[src/rtl/depthwise_mac3x3.sv]
// depthwise_mac3x3
// ----------------
// Depthwise 3x3 convolution MAC. Each accepted 3x3 window is multiplied by a
// 9-tap signed kernel, summed, biased, rounded/shifted by SHIFT and clamped to
// an unsigned DATA_W pixel. The kernel and bias are loaded serially into a
// shadow set and committed atomically into the active set, so windows already
// in flight always finish with the coefficients they were accepted with.
//
// Ports:
//   clk, reset      rising-edge clock, synchronous active-high reset
//   in_valid        window strobe (no backpressure)
//   in_window       9 taps, tap k at bits [(8-k)*DATA_W +: DATA_W]
//   in_ready        high once an active coefficient set exists
//   wt_load_start   pulse, begins (or restarts) a coefficient load
//   wt_valid        coefficient word strobe
//   wt_data         words 0..8 = weights [WT_W-1:0], word 9 = bias [BIAS_W-1:0]
//   wt_busy         high while a load is in progress
//   out_valid       result strobe, 4 cycles after window acceptance
//   out_pixel       result pixel, holds its value between results
//   drop_cnt        windows dropped for lack of coefficients (saturating)

module depthwise_mac3x3 #(
   parameter int DATA_W = 8,
   parameter int WT_W   = 8,
   parameter int BIAS_W = 16,
   parameter int ACC_W  = 24,
   parameter int SHIFT  = 0
) (
   input  logic                  clk,
   input  logic                  reset,
   input  logic                  in_valid,
   input  logic [9*DATA_W-1:0]   in_window,
   output logic                  in_ready,
   input  logic                  wt_load_start,
   input  logic                  wt_valid,
   input  logic [15:0]           wt_data,
   output logic                  wt_busy,
   output logic                  out_valid,
   output logic [DATA_W-1:0]     out_pixel,
   output logic [15:0]           drop_cnt
);

   localparam int PROD_W = DATA_W + WT_W + 1;

   // Rounding offset 2^(SHIFT-1); collapses to zero when SHIFT is zero.
   localparam logic signed [ACC_W-1:0] RND     = ACC_W'((1 << SHIFT) >> 1);
   localparam logic signed [ACC_W-1:0] PIX_MAX = ACC_W'((1 << DATA_W) - 1);

   typedef enum logic {IDLE, LOAD} state_t;

   state_t state, state_nxt;
   logic [3:0] idx, idx_nxt;
   logic shadow_we;
   logic commit;

   logic signed [WT_W-1:0]   sh_w  [9];
   logic signed [WT_W-1:0]   act_w [9];
   logic signed [BIAS_W-1:0] sh_b;
   logic signed [BIAS_W-1:0] act_b;
   logic                     act_valid;

   logic [DATA_W-1:0]        tap  [9];
   logic signed [PROD_W-1:0] prod [9];

   logic                     s1_v;
   logic signed [PROD_W-1:0] s1_p [9];
   logic signed [BIAS_W-1:0] s1_b;

   logic                     s2_v;
   logic signed [ACC_W-1:0]  s2_r0, s2_r1, s2_r2;
   logic signed [BIAS_W-1:0] s2_b;

   logic                     s3_v;
   logic signed [ACC_W-1:0]  s3_acc;

   logic signed [ACC_W-1:0]  shifted;
   logic [DATA_W-1:0]        clamped;

   logic accept;

   // ---------------------------------------------------------------------
   // Coefficient load FSM
   // ---------------------------------------------------------------------
   always_ff @(posedge clk) begin
      if (reset) begin
         state <= IDLE;
         idx   <= '0;
      end else begin
         state <= state_nxt;
         idx   <= idx_nxt;
      end
   end

   // A start pulse always wins over a simultaneous word, so the word is lost
   // and the index restarts at zero. The tenth word is the bias and commits.
   always_comb begin
      state_nxt = state;
      idx_nxt   = idx;
      shadow_we = 1'b0;
      commit    = 1'b0;
      case (state)
         IDLE: begin
            if (wt_load_start) begin
               state_nxt = LOAD;
               idx_nxt   = '0;
            end
         end
         LOAD: begin
            if (wt_load_start) begin
               idx_nxt = '0;
            end else if (wt_valid) begin
               if (idx == 4'd9) begin
                  commit    = 1'b1;
                  state_nxt = IDLE;
                  idx_nxt   = '0;
               end else begin
                  shadow_we = 1'b1;
                  idx_nxt   = idx + 4'd1;
               end
            end
         end
         default: begin
            state_nxt = IDLE;
            idx_nxt   = '0;
         end
      endcase
   end

   assign wt_busy  = (state == LOAD);
   assign in_ready = act_valid;

   // The bias word goes straight into the active set on the commit edge,
   // since the shadow bias register only receives it on that same edge.
   always_ff @(posedge clk) begin
      if (reset) begin
         for (int k = 0; k < 9; k++) begin
            sh_w[k]  <= '0;
            act_w[k] <= '0;
         end
         sh_b      <= '0;
         act_b     <= '0;
         act_valid <= 1'b0;
      end else begin
         if (shadow_we) begin
            sh_w[idx] <= wt_data[WT_W-1:0];
         end
         if (commit) begin
            sh_b      <= wt_data[BIAS_W-1:0];
            act_w     <= sh_w;
            act_b     <= wt_data[BIAS_W-1:0];
            act_valid <= 1'b1;
         end
      end
   end

   // ---------------------------------------------------------------------
   // Window acceptance and drop counter
   // ---------------------------------------------------------------------
   assign accept = in_valid && act_valid;

   always_ff @(posedge clk) begin
      if (reset) begin
         drop_cnt <= '0;
      end else if (in_valid && !act_valid && (drop_cnt != 16'hFFFF)) begin
         drop_cnt <= drop_cnt + 16'd1;
      end
   end

   // ---------------------------------------------------------------------
   // S1: per-tap products, unsigned tap times signed weight
   // ---------------------------------------------------------------------
   always_comb begin
      for (int k = 0; k < 9; k++) begin
         tap[k]  = in_window[(8-k)*DATA_W +: DATA_W];
         prod[k] = PROD_W'($signed({1'b0, tap[k]})) * PROD_W'(act_w[k]);
      end
   end

   // Pipeline valids are the only pipeline state that needs a reset.
   always_ff @(posedge clk) begin
      if (reset) begin
         s1_v      <= 1'b0;
         s2_v      <= 1'b0;
         s3_v      <= 1'b0;
         out_valid <= 1'b0;
      end else begin
         s1_v      <= accept;
         s2_v      <= s1_v;
         s3_v      <= s2_v;
         out_valid <= s3_v;
      end
   end

   // The bias travels with its products so a later commit cannot alter a
   // window that is already in the pipeline.
   always_ff @(posedge clk) begin
      if (accept) begin
         s1_p <= prod;
         s1_b <= act_b;
      end
   end

   // ---------------------------------------------------------------------
   // S2: row partial sums
   // ---------------------------------------------------------------------
   always_ff @(posedge clk) begin
      if (s1_v) begin
         s2_r0 <= ACC_W'(s1_p[0]) + ACC_W'(s1_p[1]) + ACC_W'(s1_p[2]);
         s2_r1 <= ACC_W'(s1_p[3]) + ACC_W'(s1_p[4]) + ACC_W'(s1_p[5]);
         s2_r2 <= ACC_W'(s1_p[6]) + ACC_W'(s1_p[7]) + ACC_W'(s1_p[8]);
         s2_b  <= s1_b;
      end
   end

   // ---------------------------------------------------------------------
   // S3: final accumulation with bias
   // ---------------------------------------------------------------------
   always_ff @(posedge clk) begin
      if (s2_v) begin
         s3_acc <= s2_r0 + s2_r1 + s2_r2 + ACC_W'(s2_b);
      end
   end

   // ---------------------------------------------------------------------
   // S4: round half up, arithmetic shift, clamp to the pixel range
   // ---------------------------------------------------------------------
   always_comb begin
      shifted = (s3_acc + RND) >>> SHIFT;
      if (shifted[ACC_W-1]) begin
         clamped = '0;
      end else if (shifted > PIX_MAX) begin
         clamped = '1;
      end else begin
         clamped = shifted[DATA_W-1:0];
      end
   end

   always_ff @(posedge clk) begin
      if (reset) begin
         out_pixel <= '0;
      end else if (s3_v) begin
         out_pixel <= clamped;
      end
   end

endmodule

[config.mk]
export PLATFORM = sky130hd
export DESIGN_NAME = depthwise_mac3x3
export DESIGN_NICKNAME = d
export VERILOG_FILES = /design/src/rtl/depthwise_mac3x3.sv
export SDC_FILE = /design/constraint.sdc
export NUM_CORES = 2
export LEC_CHECK = 0
export CAP_MARGIN = 40
export CORE_MARGIN = 4
export CORE_UTILIZATION = 58
export DETAILED_ROUTE_END_ITERATION = 10
export HOLD_SLACK_MARGIN = 0.03
export PLACE_DENSITY = 0.85
export SLEW_MARGIN = 20
export SYNTH_ARGS = -nofsm -noshare
export SYNTH_HDL_FRONTEND = slang
export SYNTH_SLANG_ARGS = --single-unit
[constraint.sdc]
create_clock -name clk -period 6.1 [get_ports clk]
set_input_delay 1.83 -clock clk [delete_from_list [all_inputs] [get_ports clk]]
set_output_delay 1.83 -clock clk [all_outputs]
set_load 0.05 [all_outputs]
* Yosys cells after proc, flatten, opt, wreduce, memory -nomap -nowiden
Index checks and enable logic that the tools add are counted.
Operators by class: add/sub/neg operators 11, $mul 9, order comparisons 3, equal/unequal tests 4, mux-type cells 22, bitwise logic cells 2, reduce and logical (&&, ||, !) cells 6
Operator list (count):
- $mul A9 B8 Y17 | 9
- $bwmux W72 | 1
- $add A18 B17 Y19 | 3
- $add A17 B17 Y18 | 3
- $add A24 B24 Y24 | 2
- $demux W8 S4 | 1
- $add A24 B16 Y24 | 1
- $gt A24 B9 Y1 const B | 1
- $mux W8 | 3
- $add A16 B1 Y16 const B | 1
- $mux W4 | 4
- $ne A16 B16 Y1 const B | 1
- $mux W1 | 11
- $pmux W4 S2 | 1
- $ge A5 B5 Y1 const B | 1
- $lt A5 B1 Y1 const B | 1
- $not A4 Y5 | 1
- $add A4 B1 Y4 const B | 1
- $eq A4 B4 Y1 const B | 1
- $logic_and A1 B1 Y1 | 4
- $ne A3 B3 Y1 const B | 1
- $ne A2 B2 Y1 const B | 1
- $pmux W1 S2 | 1
- $reduce_and A2 Y1 | 1
- 2 further kinds | 2
Word-level totals: register bits after elaboration 475, output and inout port bits 27

* Longest topological paths before layout
depth after elaboration 6, gate-level depth with buffers 20, mapped depth without buffers 20

* Least setup slack after synthesis
OpenSTA, ideal clock, no wires.
path type input to register, start in in_valid, end reg s1_b[0] (enable), setup time 549 ps, arrival 5665 ps, slack -114 ps, cell stages on the path 1, buffers on the path 0, cells stage by stage and2_1
On the way: word-level cells in the longest chain between the ends 1
Ends and longest elaborated chain:
- start, declared | line 31 | input logic in_valid,
- $logic_and A1 B1 Y1 | line 159 | assign accept = in_valid && act_valid;
- end signal, assigned | line 199 | s1_b <= act_b;
- end, declared | line 67 | logic signed [BIAS_W-1:0] s1_b;
No other way between the ends. A chain may end at the register's enable or synchronous reset.

==> flow_summary.ini <==
[timing]
clock_skew_ns = 0.03228
timing.hold.ws_ns = 0.4156
final.min_clock_period_ns = 5.936
slew_headroom = 0.4603
fmax_mhz = 168.5
maxSlewViolCount = 0
hold_viol = 0
worst_slew_pin_slew_ns = 0.8095
finalCritPeriodShare = 0.9731
final-setup-viol-count = 0

[power]
vdd_ir_drop_max_mv = 0.2160
power_density_mw_per_mm2 = 150.0
leakage_nw = 21.13
fin_total_pwr_mw = 6.748

[drt]
wire_per_inst_microns = 18.03
wirelength_microns = 92140
drt_iter0_markers = 2093
vias = 28440
viasPerCell = 5.567
firstDrtPassIters = 6
antenna_left = 0
drc = 0

[outcome]
status = complete, no violations

[hold_path]
whs_path_depth = 0
whs_endpoint = s2_b[5]$_DFFE_PP_
hp-class = reg -> reg
hp-start = s1_b[5]$_DFFE_PP_

[floorplan]
core_area_sq_mm = 0.06728
die_area_sq_mm = 0.07229
io_pins = 120
start_util = 0.5867
die_h_microns = 268.9
die_w_microns = 268.9
rows = 95

[clock_network]
cts_setup_buffers = 0
cts_sinks = 460
cts_root_buf = clkbuf_16
path_clk_slew_ns = 0.06
h-tree-depth = 2
clockBufferDepth = 3
worstSkewPairLatency_ns = 0.63
cts_tree = done
postCtsHoldBufs = 0
cts_buffers = 49

[critical_path]
r2r_slack_ns = 1.26
worstPathRequired_ns = 6.47
reg2reg_depth = 16
cp_max_fo = 5
reg2reg_from = act_w[7]$_SDFFE_PP0P_
arrival_ns = 6.30
cp_num_buf_inv = 7
crit_type = in -> reg
crit_path_start_kind = input pin
crit_path_end_kind = flop
r2r_end = s1_p[14]$_DFFE_PP_
critPathMaxStageDelay_ns = 0.51
worst_path_most_repeated_cell = inv_1
cpMaxStageDelayCell = fa_1
cp_cell_sequence = clkdlybuf4s50_1 > and2_1 > ha_1 > inv_1 > fa_1 > inv_1 > ha_1 > inv_1 > fa_1 > inv_1 > ha_1 > inv_1 > fa_1 > nor2b_1 > o21ai_1 > a21boi_2 > o21ai_1 > buf_4 > a21oi_1 > o21ai_0 > mux2i_1 > nand2_1
crit_family = adder cells

[final_layout]
final_nets = 5173
drive_gt1_frac = 0.07745
final_common_cell = inv_1
final_cell_mix = inv_1, ha_1, fa_1
area_delta_synth_final_pct = 13.97
fin_cells = 5109

[global_route]
grt_pass1_wl_microns = 150000
track_usage = 0.2592
grt_overflow_total = 0
grt_max_degree = 104
antenna_found_initial = 3
grt_pass1_vias = 29770

[synthesis]
syn-instance-count = 3880
ys.warnings.count = 0
yosysTopAreaCellShare = 0.2161
avgSynthCellArea_sq_um = 10.17
ys_seq_area_frac = 0.3008
yosysTopAreaCell = fa_1
ys.flop_type = edfxtp_1
ys_types = 72
async_reset_ff_frac = 0
synth.area.top_cells = fa_1, edfxtp_1, ha_1
synth_edf_count = 266
synth.net_count = 4859
ys_ff_latch = 460
synth_area_sq_mm = 0.03947

[placement]
place.gp.congestion = 0.9096
placed_cells = 5014
place.detailed.hpwl_microns = 70680
port_buffers = 119

[job]
cap_violations = 0
==> cells in the mapped netlist, types with 7 or more instances <==
cell type	n
buf_2	8
nand3_1	33
and2_1	373
nor3_1	37
a31oi_1	7
mux2i_1	70
a21oi_1	201
a21o_1	48
nand2b_1	42
ha_1	460
nor2_1	225
clkbuf_1	53
fa_1	426
o21bai_1	16
a21boi_0	9
edfxtp_1	266
xnor2_1	127
xor2_1	44
inv_1	591
nor2b_1	40
nand2_1	411
dfxtp_1	194
or3_1	10
a31o_2	9
o21a_1	18
o21ai_0	51
nand4_1	10
o21ai_1	7
==> layer usage <==
layer	GRT usage	wire (microns)	vias to the layer above
li1	-	-	13190
met1	0.3330	36720	14040
met2	0.4498	45460	957
met3	0.04170	6659	252
met4	0.08971	3288	2
met5	0	12	-
==> area by class of cell <==
| cell class | count | area (sq um) |
|---|---|---|
| tap | 873 | 1092 |
| multi-input combinational | 2768 | 25170 |
| fill | 4832 | 22290 |
| inverter | 591 | 2218 |
| clock inverter | 27 | 377.9 |
| timing repair buffer | 324 | 2849 |
| antenna | 1 | 2.502 |
| clock buffer | 65 | 1401 |
| sequential | 460 | 11870 |
==> sequential cells by signal (all words and copies together) (netlist names), 4 cells and up <==
register and flops:
s2_r2 19, act_b 16, s2_r0 19, act_w 72, out_pixel 8, idx 4, s1_b 16, sh_w 72
s2_b 16, drop_cnt 16, s2_r1 19, s1_p 153, s3_acc 24
==> how the worst max path moves through the flow <==
stage	slack, ns	endpoint	from	depth (start not counted)
final	0.16	s1_p[116]$_DFFE_PP_	in_window[52]	22
after global routing	-0.08	s1_p[116]$_DFFE_PP_	in_window[51]	19
after CTS	0.14	s1_p[118]$_DFFE_PP_	in_window[52]	21
after detailed placement	-0.48	s1_p[116]$_DFFE_PP_	in_window[52]	22
after global placement	-0.32	s1_p[14]$_DFFE_PP_	in_window[3]	18
after floorplan	0.28	s1_p[84]$_DFFE_PP_	in_window[37]	17
==> cells by family after synthesis <==
| group | count (synthesis) | synth area share |
|---|---|---|
| AO/OA/AOI/OAI | 423 | 0.06762 |
| AND/OR/NAND/NOR | 1218 | 0.1518 |
| multiplexers | 70 | 0.01775 |
| adder cells (fa/ha/maj) | 886 | 0.3619 |
| XOR/XNOR | 171 | 0.03794 |
| flip-flops | 460 | 0.3008 |
| buffers and inverters | 652 | 0.06226 |
==> repair_timing <==
item | 4_1_cts | 5_1_grt
gates resized for setup | 0 | 8
setup endpoints to repair | 0 | 4
endpoints found under the hold margin | 0 | 0
==> metrics by stage <==
step	setup WS (ns)	area (sq um)	utilization	setup TNS [ns]
2_1_floorplan	0.2762	39470	-	0
3_3_place_gp	-0.3162	43010	0.6393	-6.054
3_5_place_dp	-0.4778	43160	0.6415	-10.25
4_1_cts	0.1393	44940	0.6680	0
5_1_grt	-0.08201	44980	0.6686	-0.08201
6_report	0.1642	44980	0.6686	0
==> power by group <==
| part | leakage (nW) | total [mW] | internal [mW] | switching, mW |
|---|---|---|---|---|
| Combinational | 16.4 | 0.239 | 0.107 | 0.132 |
| Sequential | 3.90 | 3.25 | 3.25 | 0.00365 |
| Clock | 0.853 | 3.26 | 1.90 | 1.35 |
| Total | 21.1 | 6.75 | 5.26 | 1.49 |
Power figures use the tool's default switching activity.
